$ cat config.mk
export PLATFORM = sky130hd
export DESIGN_NAME = reset_sequencer
export DESIGN_NICKNAME = d
export VERILOG_FILES = /design/src/rtl/reset_sequencer.sv
export SDC_FILE = /design/constraint.sdc
export NUM_CORES = 1
export LEC_CHECK = 0
export ABC_AREA = 1
export CORE_MARGIN = 3
export CORE_UTILIZATION = 55
export DETAILED_ROUTE_END_ITERATION = 8
export DONT_BUFFER_PORTS = 1
export PLACE_DENSITY = 0.77
export SLEW_MARGIN = 20
export SYNTH_ARGS = -nofsm -noshare
export SYNTH_HDL_FRONTEND = slang
export SYNTH_SLANG_ARGS = --single-unit
$ cat constraint.sdc
create_clock -name clk -period 3.55 [get_ports clk]
set_clock_uncertainty 0.05 [all_clocks]
set_input_delay 0.355 -clock clk [delete_from_list [all_inputs] [get_ports clk]]
set_output_delay 0.355 -clock clk [all_outputs]
set_load 0.01 [all_outputs]
$ cat src/rtl/reset_sequencer.sv
// Staged reset generator: asserts every reset output asynchronously, then
// releases them one at a time, synchronously to clk, with a software re-run path.
module reset_sequencer #(
  parameter int SYNC_STAGES = 2,
  parameter int HOLD_CYCLES = 16,
  parameter int NUM_STAGES  = 3,
  parameter int STAGE_GAP   = 4
) (
  input  logic                  clk,
  input  logic                  rst,
  input  logic                  sw_rst_req_i,
  output logic [NUM_STAGES-1:0] rst_o,
  output logic                  ready_o,
  output logic                  sw_ack_o
);

  localparam int CNT_MAX = (HOLD_CYCLES > STAGE_GAP) ? HOLD_CYCLES : STAGE_GAP;
  localparam int CNT_W   = $clog2(CNT_MAX + 1);

  localparam logic [CNT_W-1:0] CNT_SAT   = CNT_W'(CNT_MAX);
  localparam logic [CNT_W-1:0] HOLD_LAST = CNT_W'(HOLD_CYCLES - 1);
  localparam logic [CNT_W-1:0] GAP_LAST  = CNT_W'(STAGE_GAP - 1);
  localparam logic [CNT_W-1:0] CNT_ONE   = CNT_W'(1);

  typedef enum logic [1:0] {
    ST_SYNC,
    ST_HOLD,
    ST_STAGE,
    ST_RUN
  } state_e;

  state_e                  state_q, state_d;
  logic [SYNC_STAGES-1:0]  sync_q, sync_d;
  logic [NUM_STAGES-1:0]   rst_o_q, rst_o_d;
  logic                    ready_q, ready_d;
  logic                    sw_ack_q, sw_ack_d;
  logic [CNT_W-1:0]        cnt_q, cnt_d, cnt_inc;

  assign sync_d  = {sync_q[SYNC_STAGES-2:0], 1'b0};
  assign cnt_inc = (cnt_q == CNT_SAT) ? cnt_q : cnt_q + CNT_ONE;

  // SYNC watches the bit feeding the last chain stage so HOLD is entered on
  // the very edge the synchronized reset clears.
  // Releasing a stage is a left shift: outputs stay a run of ones at the top.
  always_comb begin
    state_d  = state_q;
    rst_o_d  = rst_o_q;
    ready_d  = ready_q;
    sw_ack_d = 1'b0;
    cnt_d    = cnt_inc;
    unique case (state_q)
      ST_SYNC: begin
        cnt_d = '0;
        if (!sync_q[SYNC_STAGES-2]) begin
          state_d = ST_HOLD;
        end
      end
      ST_HOLD: begin
        if (cnt_q == HOLD_LAST) begin
          state_d = ST_STAGE;
          rst_o_d = rst_o_q << 1;
          cnt_d   = '0;
        end
      end
      ST_STAGE: begin
        if (rst_o_q == '0) begin
          state_d = ST_RUN;
          ready_d = 1'b1;
          cnt_d   = '0;
        end else if (cnt_q == GAP_LAST) begin
          rst_o_d = rst_o_q << 1;
          cnt_d   = '0;
        end
      end
      ST_RUN: begin
        cnt_d = '0;
        if (sw_rst_req_i) begin
          state_d  = ST_HOLD;
          rst_o_d  = '1;
          ready_d  = 1'b0;
          sw_ack_d = 1'b1;
        end
      end
      default: begin
        state_d = ST_SYNC;
        cnt_d   = '0;
      end
    endcase
  end

  always_ff @(posedge clk or posedge rst) begin
    if (rst) begin
      state_q  <= ST_SYNC;
      sync_q   <= '1;
      rst_o_q  <= '1;
      ready_q  <= 1'b0;
      sw_ack_q <= 1'b0;
      cnt_q    <= '0;
    end else begin
      state_q  <= state_d;
      sync_q   <= sync_d;
      rst_o_q  <= rst_o_d;
      ready_q  <= ready_d;
      sw_ack_q <= sw_ack_d;
      cnt_q    <= cnt_d;
    end
  end

  assign rst_o    = rst_o_q;
  assign ready_o  = ready_q;
  assign sw_ack_o = sw_ack_q;

endmodule

==> impl_metrics.yaml <==
clock_tree:
  cts_root_buf: "clkbuf_4"
  cts_htree_levels: 1
  numCtsBuffers: 3
  post_cts_buffers: 0
  insertion_delay_ps: 280
  path_clk_slew_ps: 90
  clock_sinks: 13
  clk_path_buf_depth: 2
  cts_tree: "yes"
placed_design:
  gp_congestion: 0.797
  dpl_worst_slack_ps: 1930
  hpwl_um: 1010
  place_area_um2: 842
  portBuffers: 0
  place_inst: 112
global_routing:
  first_global_vias: 531
  gr-total-overflow: 0
  grt_pass1_wl_um: 2170
  grt_max_degree: 14
  track_usage: 0.160
  antenna_found_initial: 0
detailed_routing:
  wl_per_cell_um: 11.1
  drtPass1Iterations: 4
  wl_met1_um: 575
  first_iter_violations: 8
  drc: 0
  wl_met2_um: 642
  postRouteWirelength_um: 1300
  drtAntennaViolNets: 0
  wl_met3_um: 39
  via_count: 576
  top_layer: "met4"
  viasPerCell: 4.92
sta:
  fmax_ghz: 0.620
  fin_crit_sh: 0.454
  rsz0062_at_grt: "no"
  setup_ws_ps: 1940
  period_needed_ps: 1610
  slew_violations: 0
  setup_viol_count_final: 0
  setup_tns_ps: 0
  hold_viol: 0
synth:
  synth_top_area_cell: "dfrtp_1"
  synth_cells: 97
  yosysUniqueCellTypes: 19
  synth_area_leaders: "dfrtp_1 (27%), ha_1 (14%), dfstp_2 (13%)"
  ys_seq_area_frac: 0.401
  synth_top_area_frac: 0.274
  yosys_warnings: 0
  syn_nets: 109
  ys_ff_latch: 13
  synth_area_um2: 823
  postSynthAreaPerCell_um2: 8.49
power:
  total_power_uw: 701
  ir_worst_vdd_mv: 0.394
  cellPowerDensity_mw_per_mm2: 798
  p_leak_nw: 0.456
critical_path:
  r2r-start: "cnt_q[1]$_DFF_PP0_"
  crit_start: "cnt_q[1]$_DFF_PP0_"
  path_buf_inv: 2
  cpMaxStageDelayCell: "dfrtp_1"
  rrSetupSlack_ps: 1940
  crit_path_end: "rst_o[2]$_DFFE_PP1P_"
  critPathMaxFanout: 4
  crit_arrival_ps: 1780
  crit_chain: "ha_1 -> inv_2 -> nor2_1 -> ha_1 -> inv_1 -> nand2_1 -> nand2_2 -> nor2_4 -> nand3_2 -> nand2_1 -> nand2_1"
  start_kind: "flip-flop"
  crit-reg2reg-capture: "rst_o[2]$_DFFE_PP1P_"
  slowest_delay_ps: 390
  ff2ff_path_depth: 11
  crit_type: "flip-flop to flip-flop"
  crit_top_cell: "nand2_1"
  crit_family: "simple AND/OR/NAND/NOR gates"
  cp-end-kind: "flip-flop"
  cp_num_cells: 11
  required_ps: 3720
die:
  io-pin-count: 8
  dieArea_mm2: 0.00200
  rows: 13
  die_w_um: 44.7
  core_mm2: 0.00135
  start_util: 0.610
  dieHeight_um: 44.7
layout:
  syn_to_final_growth_pct: 6.69
  final_common_cell: "nand2_1"
  antenna_cells: 0
  layout.nets: 115
  final_area_um2: 878
  layout.cells.most_common_list: "nand2_1 (18), inv_1 (15), ha_1 (9), dfrtp_1 (9), nor2_1 (8)"
  drive_gt1_frac: 0.275
  stdcell_count: 117
outcome:
  outcome: "finished clean"
worst_hold_path:
  min_path_type: "input pin to flip-flop"
run:
  maxCapViolCount: 0
==> worst min path at each step <==
| stage | start | depth (start not counted) | end | slack (ps) |
|---|---|---|---|---|
| 2_1_floorplan | rst | 1 | cnt_q[0]$_DFF_PP0_ | 180 |
| 3_3_place_gp | rst | 1 | sw_ack_o$_DFF_PP0_ | 240 |
| 3_5_place_dp | rst | 1 | sw_ack_o$_DFF_PP0_ | 240 |
| 4_1_cts | sw_rst_req_i | 2 | sw_ack_o$_DFF_PP0_ | 160 |
| 5_1_grt | sw_rst_req_i | 2 | sw_ack_o$_DFF_PP0_ | 160 |
| 6_report | sw_rst_req_i | 2 | sw_ack_o$_DFF_PP0_ | 160 |
==> synth_stat cells <==
| cell | count |
|---|---|
| o21ai_0 | 1 |
| xor2_1 | 2 |
| or2_2 | 2 |
| dfstp_2 | 4 |
| o21ai_1 | 4 |
| nand3_2 | 5 |
| xnor2_1 | 1 |
| nand2_1 | 18 |
| inv_1 | 15 |
| nand4_1 | 3 |
| nor2_1 | 8 |
| inv_2 | 3 |
| nor2_4 | 1 |
| nand3_1 | 1 |
| ha_1 | 9 |
| conb_1 | 1 |
| nand2_2 | 7 |
| dfrtp_1 | 9 |
| nor2_2 | 3 |
==> layout make-up <==
type / instances / area, um2
fillers: 117 / 472
multi-input cells: 66 / 425
flip-flops and latches: 13 / 330
inverters: 18 / 67.6
clock buffers: 4 / 26.3
well taps: 15 / 18.8
repair buffers: 1 / 10.0
==> sequential cells by signal, summed over array words and instances (netlist names) <==
name / count
cnt_q: 5
rst_o: 3
state_q: 2
ready_o: 1
sw_ack_o: 1
sync_q: 1
==> layer usage <==
metal | vias up | global-route usage
met2 | 6 | 0.258
met3 | 4 | 0.0398
met4 | 0 | 0.145
met1 | 262 | 0.171
met5 | - | 0
li1 | 304 | -
==> metrics by stage <==
| stage | util | hold slack [ps] |
|---|---|---|
| 2_1_floorplan | - | 179 |
| 3_3_place_gp | 0.624 | 240 |
| 3_5_place_dp | 0.624 | 240 |
| 4_1_cts | 0.651 | 155 |
| 5_1_grt | 0.651 | 160 |
| 6_report | 0.651 | 163 |
==> kinds of logic (layout without fill, tap and decap cells) <==
logic type,Yosys count,count (layout),share of synthesized area
AND/OR/NAND/NOR,48,48,0.313
buffers and inverters,18,23,0.0821
flip-flops,13,13,0.401
adder cells (fa/ha/maj),9,9,0.137
AO/OA/AOI/OAI,5,5,0.0304
XOR/XNOR,3,3,0.0319
other,1,1,0.00455
==> what timing repair did <==
item	in CTS	in global routing
gates resized for setup	0	0
hold buffers	1	0
endpoints found under the hold margin	9	0
==> worst register-to-register path, delay by kind of cell, from the launching register on <==
family                     cells  cell delay (ps)
adders and majority gates      2              400
buffers and inverters          2              100
DFF                            1              390
and+or+nand+nor                7              610
==> where the power goes <==
| group | total (mW) | internal [mW] | switching [mW] |
|---|---|---|---|
| logic | 0.343 | 0.132 | 0.211 |
| clock network | 0.0950 | 0.0436 | 0.0514 |
| registers | 0.263 | 0.207 | 0.0554 |
Power figures use the tool's default switching activity.
